## config.mk

```make
export PLATFORM = sky130hd
export DESIGN_NAME = div_unit
export DESIGN_NICKNAME = d
export VERILOG_FILES = /design/src/rtl/div_unit_pkg.sv /design/src/rtl/div_unit_step.sv /design/src/rtl/div_unit.sv
export SDC_FILE = /design/constraint.sdc
export NUM_CORES = 1
export LEC_CHECK = 0
export ABC_AREA = 1
export BUFFER_PORTS_ARGS = -buffer_cell sky130_fd_sc_hd__buf_4
export CORE_ASPECT_RATIO = 1.2
export CORE_MARGIN = 1
export CORE_UTILIZATION = 65
export CTS_BUF_LIST = sky130_fd_sc_hd__clkbuf_8
export DETAILED_ROUTE_END_ITERATION = 6
export PLACE_DENSITY = 0.94
export SETUP_SLACK_MARGIN = 0.5
export SYNTH_ARGS = -nofsm -noshare
export SYNTH_HDL_FRONTEND = slang
export SYNTH_SLANG_ARGS = --single-unit
```

## constraint.sdc

```tcl
create_clock -name clock -period 3.5 [get_ports clock]
set_input_delay 0.175 -clock clock [delete_from_list [all_inputs] [get_ports clock]]
set_output_delay 0.175 -clock clock [all_outputs]
set_load 0.01 [all_outputs]
```

## src/rtl/div_unit_pkg.sv

```systemverilog
// Shared ALU definitions used by the divider.
//   DIV_WIDTH      default operand width
//   state_t        divider sequencing states
//   REM_HI/QUO_LO  WIDTH-sized slot indices of the 2*WIDTH Result word
//                  (Result[REM_HI*WIDTH +: WIDTH] is the remainder)
package div_unit_pkg;

    localparam int unsigned DIV_WIDTH = 32;

    typedef enum logic [1:0] {
        IDLE,
        RUN,
        FIXUP,
        DONE
    } state_t;

    localparam int unsigned REM_HI = 1;
    localparam int unsigned QUO_LO = 0;

endpackage

```

## src/rtl/div_unit_step.sv

```systemverilog
// One restoring-division iteration, purely combinational.
//   rem       current partial remainder (always < divisor)
//   dvd_msb   dividend bit shifted in this iteration
//   divisor   |B|
//   rem_next  partial remainder after the trial subtraction
//   q_bit     quotient bit produced by this iteration
module div_step
#(
    parameter int unsigned WIDTH = 32
)
(
    input  logic [WIDTH-1:0] rem,
    input  logic             dvd_msb,
    input  logic [WIDTH-1:0] divisor,
    output logic [WIDTH-1:0] rem_next,
    output logic             q_bit
);

    logic [WIDTH:0]   shifted;
    logic [WIDTH-1:0] diff;

    always_comb begin
        shifted = {rem, dvd_msb};
        q_bit   = (shifted >= {1'b0, divisor});
        // When the trial succeeds the difference is < divisor, so WIDTH bits suffice.
        diff     = shifted[WIDTH-1:0] - divisor;
        rem_next = q_bit ? diff : shifted[WIDTH-1:0];
    end

endmodule

```

## src/rtl/div_unit.sv

```systemverilog
// Multi-cycle signed divider, one restoring step per clock.
//   clock        rising-edge clock
//   clear        synchronous active-high reset
//   start        request, accepted in IDLE and DONE only
//   A, B         signed dividend / divisor, sampled on accept
//   busy         high while iterating (RUN) and fixing signs (FIXUP)
//   done         one-cycle pulse when Result becomes valid
//   div_by_zero  raised with done when B was zero, held with Result
//   Result       {remainder, quotient}; quotient truncates toward zero,
//                remainder carries the dividend's sign
module div_unit
    import div_unit_pkg::*;
#(
    parameter int unsigned WIDTH = DIV_WIDTH
)
(
    input  logic               clock,
    input  logic               clear,
    input  logic               start,
    input  logic [WIDTH-1:0]   A,
    input  logic [WIDTH-1:0]   B,
    output logic               busy,
    output logic               done,
    output logic               div_by_zero,
    output logic [2*WIDTH-1:0] Result
);

    localparam int unsigned CNT_W = $clog2(WIDTH + 1);

    state_t           state;
    logic [CNT_W-1:0] count;
    logic [WIDTH-1:0] rem;
    logic [WIDTH-1:0] dvd;          // dividend shifts out the top, quotient shifts in the bottom
    logic [WIDTH-1:0] divisor_mag;
    logic             neg_q;
    logic             neg_r;

    logic [WIDTH-1:0] a_mag;
    logic [WIDTH-1:0] b_mag;
    logic [WIDTH-1:0] rem_next;
    logic             q_bit;

    // Most-negative magnitude is exactly representable as unsigned WIDTH bits.
    always_comb begin
        a_mag = A[WIDTH-1] ? -A : A;
        b_mag = B[WIDTH-1] ? -B : B;
    end

    div_step #(.WIDTH(WIDTH)) u_step (
        .rem      (rem),
        .dvd_msb  (dvd[WIDTH-1]),
        .divisor  (divisor_mag),
        .rem_next (rem_next),
        .q_bit    (q_bit)
    );

    always_ff @(posedge clock) begin
        if (clear) begin
            state       <= IDLE;
            count       <= '0;
            rem         <= '0;
            dvd         <= '0;
            divisor_mag <= '0;
            neg_q       <= 1'b0;
            neg_r       <= 1'b0;
            busy        <= 1'b0;
            done        <= 1'b0;
            div_by_zero <= 1'b0;
            Result      <= '0;
        end else begin
            done <= 1'b0;
            case (state)
                IDLE, DONE: begin
                    if (start) begin
                        divisor_mag <= b_mag;
                        dvd         <= a_mag;
                        rem         <= '0;
                        count       <= '0;
                        neg_r       <= A[WIDTH-1];
                        neg_q       <= A[WIDTH-1] ^ B[WIDTH-1];
                        div_by_zero <= 1'b0;
                        if (B == '0) begin
                            Result      <= {A, {WIDTH{1'b1}}};
                            div_by_zero <= 1'b1;
                            done        <= 1'b1;
                            state       <= DONE;
                        end else begin
                            busy  <= 1'b1;
                            state <= RUN;
                        end
                    end else begin
                        state <= IDLE;
                    end
                end
                RUN: begin
                    rem   <= rem_next;
                    dvd   <= {dvd[WIDTH-2:0], q_bit};
                    count <= count + CNT_W'(1);
                    if (count == CNT_W'(WIDTH - 1))
                        state <= FIXUP;
                end
                FIXUP: begin
                    Result[REM_HI*WIDTH +: WIDTH] <= neg_r ? -rem : rem;
                    Result[QUO_LO*WIDTH +: WIDTH] <= neg_q ? -dvd : dvd;
                    busy  <= 1'b0;
                    done  <= 1'b1;
                    state <= DONE;
                end
                default: state <= IDLE;
            endcase
        end
    end

endmodule
```

==> results of run 1 <==
==> power by group <==
group	switching [mW]	leakage (nW)	internal, mW
registers	0.308	1.41	2.30
clock network	0.904	0.213	0.618
logic	2.65	5.63	1.26
total	3.86	7.25	4.18
==> Yosys cell counts, types with 32 or more instances <==
master / n
xor2_1: 34
o21ai_0: 114
nor3_1: 32
a21oi_1: 197
nand2_1: 551
ha_1: 39
clkbuf_1: 55
nor2_1: 198
o21ai_1: 45
nand3_1: 215
inv_1: 301
dfxtp_1: 173
==> metrics by stage <==
stage | hold slack (ns) | cells
global placement | 0.440 | 2509
floorplan | 0.329 | 2182
finish | 0.00909 | 2549
global route | 0.00791 | 2549
detailed placement | 0.451 | 2509
CTS | 0.00189 | 2549
==> cell families (layout without fill, tap and decap cells) <==
family                   after synthesis  in the layout  share of synthesized area
AND/OR/NAND/NOR                     1089           1089                      0.360
buffers and inverters                394            500                      0.119
AO/OA/AOI/OAI                        429            429                      0.179
adder cells (fa/ha/maj)               40             40                     0.0389
flip-flops                           173            173                      0.265
XOR/XNOR                              57             57                     0.0382
==> layout by cell type, fill, tap and decap left out, drive strengths merged, types with 32 or more instances in the layout <==
cell type  instances
a21oi            200
buf              153
dfxtp            173
ha                39
inv              312
nand2            559
nand3            219
nand4             32
nor2             209
nor3              35
o21ai            162
xor2              34
==> worst max-delay path by stage <==
stage,cells past startpoint,from,end,slack [ns]
floorplan,13,rem[20]$_SDFFE_PP0P_,rem[26]$_SDFFE_PP0P_,1.57
global placement,13,rem[20]$_SDFFE_PP0P_,rem[31]$_SDFFE_PP0P_,0.93
detailed placement,13,rem[20]$_SDFFE_PP0P_,rem[29]$_SDFFE_PP0P_,0.95
CTS,13,rem[20]$_SDFFE_PP0P_,rem[30]$_SDFFE_PP0P_,0.88
global route,13,rem[23]$_SDFFE_PP0P_,rem[21]$_SDFFE_PP0P_,0.65
finish,13,rem[20]$_SDFFE_PP0P_,rem[30]$_SDFFE_PP0P_,0.81
==> flip-flops by register name, summed over array words and instances (netlist names) <==
| name | flops |
|---|---|
| rem | 32 |
| neg_q | 1 |
| divisor_mag | 32 |
| done | 1 |
| div_by_zero | 1 |
| neg_r | 1 |
| busy | 1 |
| Result | 64 |
| count | 6 |
| state | 2 |
| dvd | 32 |
==> worst reg2reg max path, cell delays in order, from the launching register on <==
cell	delay [ns]
dfxtp_1	0.40
ha_1	0.43
nand2_1	0.16
nor2_1	0.24
nand2_1	0.13
nor2_1	0.18
nand3_1	0.14
nand3_2	0.12
nor2_4	0.04
nand2_4	0.28
nand2_2	0.20
nand2_1	0.10
nand2_1	0.06
a21oi_1	0.14
==> area by class of cell <==
class | count | share of cell area
Timing Repair Buffer | 161 | 0.0846
Clock inverter | 15 | 0.0134
Multi-Input combinational cell | 1615 | 0.549
Tap cell | 261 | 0.0223
Sequential cell | 173 | 0.236
Clock buffer | 17 | 0.0160
Inverter | 307 | 0.0786
==> metal layers <==
layer,up-vias,routed length [microns],share of wire
met5,-,0,0
met4,0,3430,0.078
met3,200,3390,0.077
met2,763,21000,0.48
met1,6793,16000,0.37
li1,7280,-,-
==> repair_timing <==
action                                  4_1_cts  5_1_grt
hold buffers                                  8        0
endpoints found under the setup margin        0        0
endpoints found under the hold margin         9        0
==> impl_metrics.env, run 1 <==
export IMPL_routed_wl_microns=43900
export IMPL_design_core_area_sq_mm=0.0196
export IMPL_clock_skew_ns=0.0239
export IMPL_hold_path_class="in2reg"
export IMPL_status="finished, violations left"
export IMPL_die_h_microns=157
export IMPL_post_drt_via_cell_ratio=5.90
export IMPL_crit_type="reg2reg"
export IMPL_gr_total_overflow=0
export IMPL_crit_path_max_fanout=33
export IMPL_top_usage_layer="met2"
export IMPL_nets=2382
export IMPL_period_share=0.768
export IMPL_die_x_microns=131
export IMPL_cts_buffers=17
export IMPL_multi_input_area_sq_mm=0.00805
export IMPL_wl_per_cell_microns=17.2
export IMPL_grt_use_total=0.424
export IMPL_grt_use_met3=0.0647
export IMPL_use_met2=0.749
export IMPL_cts_htree_levels=4
export IMPL_insertion_delay_ns=0.49
export IMPL_synth_area_sq_mm=0.0131
export IMPL_finalHoldViolations=0
export IMPL_setup_violations=0
export IMPL_slew_violations=0
export IMPL_cellPowerDensity_mw_per_mm2=548
export IMPL_cts_setup_buffers=0
export IMPL_critPathCaptureType="flip-flop"
export IMPL_cts_resized=0
export IMPL_ys_seq_elements=173
export IMPL_cts_root_buf="clkbuf_8"
export IMPL_synth_edf_count=0
export IMPL_first_pass_iters=7
export IMPL_clk_pin_slew_ns=0.10
export IMPL_first_iter_violations=1692
export IMPL_antenna_cells=0
export IMPL_port_buffer_count=133
export IMPL_antenna_found_initial=0
export IMPL_yosys_area_top_type_share=0.265
export IMPL_n_fill_cell=1701
export IMPL_path_delay_family="simple AND/OR/NAND/NOR gates"
export IMPL_antenna_left=0
export IMPL_r2r_start="rem[20]$_SDFFE_PP0P_"
export IMPL_synth_area_leader_cell="dfxtp_1"
export IMPL_holdCritStartpoint="B[28]"
export IMPL_cts_sinks=173
export IMPL_area_growth_synth_to_final_pct=12.3
export IMPL_async_flop_share=0
export IMPL_row_count=56
export IMPL_layout_drive_gt1_share=0.103
export IMPL_leakagePower_nw=7.25
export IMPL_critPathLaunchType="flip-flop"
export IMPL_power_mw=8.04
export IMPL_synth_area_leaders="dfxtp_1 27%, nand2_1 16%, inv_1 8.7%, nand3_1 8.2%, a21oi_1 7.6%"
export IMPL_max_freq_mhz=372
export IMPL_slew_headroom=0.447
export IMPL_synth_ff_type="dfxtp_1"
export IMPL_die_area_sq_mm=0.0207
export IMPL_worst_path_buf_inv=0
export IMPL_ir_worst_vdd_v=0.000306
export IMPL_synth_nets=2289
export IMPL_fin_tns_setup_ns=0
export IMPL_violations="DRC"
export IMPL_setup_ws_ns=0.814
export IMPL_syn_inst=2182
export IMPL_avgSynthCellArea_sq_um=5.98
export IMPL_path_common_cell="nand2_1"
export IMPL_hold_depth=4
export IMPL_r2r_end="rem[30]$_SDFFE_PP0P_"
export IMPL_vias=15036
export IMPL_grt_pass1_vias=13975
export IMPL_crit_required_ns=3.90
export IMPL_pre_cts_ws_ns=0.950
export IMPL_critPathSlowestCell="ha_1"
export IMPL_dpl_cell_area_sq_mm=0.0142
export IMPL_cts_tree="done"
export IMPL_worstMarginPinSlew_ns=0.822
export IMPL_post_route_min_period_ns=2.69
export IMPL_drc=10
export IMPL_gp_congestion=1.08
export IMPL_grt_max_degree=68
export IMPL_start_util=0.666
export IMPL_arrival_ns=3.09
export IMPL_worstRegToRegCells=13
export IMPL_max_cap_viol_count=0
export IMPL_cpPeakStageDelay_ns=0.43
export IMPL_final_util=0.748
export IMPL_io_pins=134
export IMPL_hold_end="divisor_mag[31]$_SDFFE_PP0P_"
export IMPL_rsz0062_at_grt="false"
export IMPL_cp_cell_sequence="ha_1, nand2_1, nor2_1, nand2_1, nor2_1, nand3_1, nand3_2, nor2_4, nand2_4, nand2_2, nand2_1, nand2_1, a21oi_1"
export IMPL_hpwl_microns=33800
export IMPL_yosys_warnings=0
export IMPL_synth_cell_types=54
export IMPL_grt_use_met1=0.457
export IMPL_grt_pass1_wl_microns=69300
export IMPL_reg2reg_slack_ns=0.81
export IMPL_cts_buffer_depth=2
export IMPL_regArea_sq_mm=0.00346
export IMPL_seq_area_frac_synth=0.265
export IMPL_design_area_sq_mm=0.0147
Note: power is estimated with default switching activity, not from simulation.
==> run 2: changes to the inputs <==
CORE_UTILIZATION = 56   (was 65)
PLACE_DENSITY = 0.86   (was 0.94)
clock period = 2.3 ns   (was 3.5 ns; I/O delays follow)
==> run 2 against run 1 <==
The run now fails in global routing (5_1_grt). Synthesized area unchanged. Synthesized cell count unchanged.
==> impl_metrics.env, run 2 <==
export IMPL_die_h_microns=169
export IMPL_synth_cell_types=54
export IMPL_synth_area_sq_mm=0.0131
export IMPL_synth_edf_count=0
export IMPL_cts_buffer_depth=2
export IMPL_io_pins=134
export IMPL_row_count=60
export IMPL_synth_ff_type="dfxtp_1"
export IMPL_start_util=0.576
export IMPL_seq_area_frac_synth=0.265
export IMPL_gr_total_overflow=26
export IMPL_lastStage="global routing (5_1_grt)"
export IMPL_worst_endpoint_kind="register input"
export IMPL_cts_root_buf="clkbuf_8"
export IMPL_tool_error="[ERROR GRT-0232] Routing congestion too high. Check the congestion heatmap in the GUI."
export IMPL_cts_htree_levels=4
export IMPL_async_flop_share=0
export IMPL_cts_sinks=173
export IMPL_grt_use_total=0.718
export IMPL_yosys_area_top_type_share=0.265
export IMPL_yosys_warnings=0
export IMPL_crit_endpoint="rem[30]$_SDFFE_PP0P_/D"
export IMPL_avgSynthCellArea_sq_um=5.98
export IMPL_synth_area_leader_cell="dfxtp_1"
export IMPL_grt_max_degree=66
export IMPL_syn_inst=2182
export IMPL_cts_buffers=17
export IMPL_synthTopCellsByCount="551 x nand2_1, 301 x inv_1, 215 x nand3_1"
export IMPL_status="aborted with a tool error"
export IMPL_port_buffer_count=133
export IMPL_ys_seq_elements=173
export IMPL_yosysMostFrequentCell="nand2_1"
export IMPL_die_x_microns=141
export IMPL_synth_area_leaders="dfxtp_1 27%, nand2_1 16%, inv_1 8.7%, nand3_1 8.2%, a21oi_1 7.6%"
export IMPL_gp_congestion=1.01
export IMPL_synth_nets=2289
export IMPL_hpwl_microns=36400
## run 2: cell counts after synthesis
Identical to the previous run, type by type.
## run 2: per-stage QoR
stage / cell area [sq um] / std cells / worst slack, ns / hold slack, ns / utilization
2_1_floorplan: 13600 / 2182 / 0.477 / 0.269 / -
4_1_cts: 17500 / 2768 / 0.188 / 0.000145 / 0.773
3_3_place_gp: 15000 / 2598 / 0.0822 / 0.398 / 0.663
3_5_place_dp: 15000 / 2598 / 0.0366 / 0.416 / 0.663
## run 2: logic make-up after synthesis
logic type | count (synthesis) | share of synthesized area
flops | 173 | 0.265
xor+xnor | 57 | 0.0382
simple gates | 1089 | 0.360
compound gates | 429 | 0.179
fa+ha+maj | 40 | 0.0389
buf+inv | 394 | 0.119
## run 2: what timing repair did
action | in CTS
resized for setup | 263
endpoints found under the hold margin | 63
endpoints found under the setup margin | 124
gates cloned | 7
hold buffers | 46
setup buffers | 85
pin swaps | 87
## run 2: routing by layer
| metal | GRT overflow | global-route usage |
|---|---|---|
| met5 | 0 | 0.318 |
| met4 | 13 | 0.722 |
| met3 | 1 | 0.522 |
| met2 | 11 | 0.928 |
| met1 | 1 | 0.701 |
==> run 3: changes to the inputs <==
CORE_ASPECT_RATIO = default   (was 1.2)
CORE_UTILIZATION = 40   (was 56)
CTS_BUF_LIST = default   (was sky130_fd_sc_hd__clkbuf_8)
PLACE_DENSITY = default   (was 0.86)
PLACE_DENSITY_LB_ADDON = 0.15   (was default)
SETUP_SLACK_MARGIN = default   (was 0.5)
clock period = 3 ns   (was 2.3 ns; I/O delays follow)
==> run 3 against run 2 <==
The run now ends clean.
==> impl_metrics.env, run 3 (synthesis results as in run 1) <==
export IMPL_setup_violations=0
export IMPL_critPathLaunchType="flip-flop"
export IMPL_layout_commonest_cell="nand2_1"
export IMPL_largest_reg_flops=64
export IMPL_grt_use_total=0.288
export IMPL_antenna_cells=0
export IMPL_dpl_cell_area_sq_mm=0.0145
export IMPL_slew_headroom=0.148
export IMPL_gr_total_overflow=0
export IMPL_cts_buffers=17
export IMPL_cts_htree_levels=4
export IMPL_start_util=0.411
export IMPL_die_x_microns=183
export IMPL_io_pins=134
export IMPL_cts_sinks=173
export IMPL_power_mw=10.0
export IMPL_drc=0
export IMPL_port_buffer_count=133
export IMPL_path_common_cell="nand2_1"
export IMPL_regMostFlops="Result"
export IMPL_cts_buffer_depth=2
export IMPL_max_freq_mhz=380
export IMPL_max_cap_viol_count=0
export IMPL_row_count=65
export IMPL_post_route_min_period_ns=2.63
export IMPL_cpPeakStageDelay_ns=0.43
export IMPL_design_area_sq_mm=0.0152
export IMPL_fin_tns_setup_ns=0
export IMPL_design_core_area_sq_mm=0.0318
export IMPL_cellPowerDensity_mw_per_mm2=659
export IMPL_clock_skew_ns=0.0161
export IMPL_grt_pass1_vias=13451
export IMPL_path_delay_family="simple AND/OR/NAND/NOR gates"
export IMPL_slew_violations=0
export IMPL_grt_pass1_wl_microns=74200
export IMPL_first_pass_iters=5
export IMPL_post_drt_via_cell_ratio=5.26
export IMPL_cts_tree="done"
export IMPL_cts_root_buf="clkbuf_16"
export IMPL_crit_type="reg2reg"
export IMPL_period_share=0.876
export IMPL_critPathSlowestCell="dfxtp_1"
export IMPL_area_growth_synth_to_final_pct=16.5
export IMPL_rsz0062_at_grt="false"
export IMPL_final_util=0.478
export IMPL_status="finished clean"
export IMPL_routed_wl_microns=47700
export IMPL_hold_path_class="in2reg"
export IMPL_arrival_ns=3.02
export IMPL_gp_congestion=0.966
export IMPL_cp_cell_sequence="ha_1, nand2_1, nor2_1, nand2_1, nor2_1, nand3_1, nand3_2, nor2_4, nand2_8, nand2_2, nand2_1, nand2_1, a21oi_1"
export IMPL_layout_drive_gt1_share=0.105
export IMPL_die_h_microns=183
export IMPL_first_iter_violations=1215
export IMPL_wl_per_cell_microns=17.4
export IMPL_die_area_sq_mm=0.0334
export IMPL_grt_max_degree=83
export IMPL_leakagePower_nw=7.41
export IMPL_insertion_delay_ns=0.47
export IMPL_antenna_found_initial=0
export IMPL_nets=2393
export IMPL_antenna_left=0
export IMPL_critPathCaptureType="flip-flop"
export IMPL_ir_worst_vdd_v=0.000422
export IMPL_vias=14384
export IMPL_clk_pin_slew_ns=0.08
export IMPL_worst_path_buf_inv=0
export IMPL_finalHoldViolations=0
export IMPL_layout_common_cells="551 x nand2_1, 300 x inv_1, 215 x nand3_1"
export IMPL_crit_path_max_fanout=33
export IMPL_worstMarginPinSlew_ns=1.27
export IMPL_crit_required_ns=3.39
export IMPL_hpwl_microns=37600
[run 3: worst min-delay path, stage by stage]
cell and delay, ns:
buf_4 0.11, a21oi_1 0.06, a21oi_1 0.12
[run 3: repair_timing]
item                                    4_1_cts  5_1_grt
endpoints found under the hold margin        12        0
buffers inserted                              0        0
endpoints found under the setup margin        0        1
resized for setup                             0        1
hold buffers                                 12        0
[run 3: power breakdown]
group | total, mW | internal (mW) | switching (mW)
Sequential | 3.07 | 2.68 | 0.384
Clock | 2.34 | 1.14 | 1.21
Combinational | 4.61 | 1.50 | 3.11
[run 3: worst paths after layout]
| path | endpoint | slack, ns | depth (start not counted) | from |
|---|---|---|---|---|
| min reg2reg | busy$_SDFFE_PP0P_ | 0.46 | 2 | busy$_SDFFE_PP0P_ |
| min | Result[55]$_SDFFE_PP0P_ | 0.01 | 3 | A[23] |
| max | rem[30]$_SDFFE_PP0P_ | 0.37 | 13 | rem[20]$_SDFFE_PP0P_ |
| max reg2reg | rem[30]$_SDFFE_PP0P_ | 0.37 | 13 | rem[20]$_SDFFE_PP0P_ |
[run 3: area by class of cell]
cell class                 count  area [sq um]
clock buffer                  17           425
clock inverter                15           196
fill                        3438         16600
inverter                     307          1150
multi-input combinational   1615          8060
sequential                   173          3460
tap                          435           544
timing repair buffer         172          1370
[run 3: routing by layer]
metal / up-vias / GRT usage / wire length, microns
met5: - / 0 / 0
met2: 444 / 0.496 / 22800
li1: 7330 / - / -
met1: 6541 / 0.366 / 21200
met3: 69 / 0.0345 / 2260
met4: 0 / 0.111 / 1490
[run 3: per-stage QoR]
step | setup WS (ns) | cells | hold slack, ns
2_1_floorplan | 1.07 | 2182 | 0.304
3_3_place_gp | 0.338 | 2690 | 0.452
3_5_place_dp | 0.318 | 2690 | 0.458
4_1_cts | 0.303 | 2734 | 0.00175
5_1_grt | 0.113 | 2734 | 0.0166
6_report | 0.371 | 2734 | 0.0139
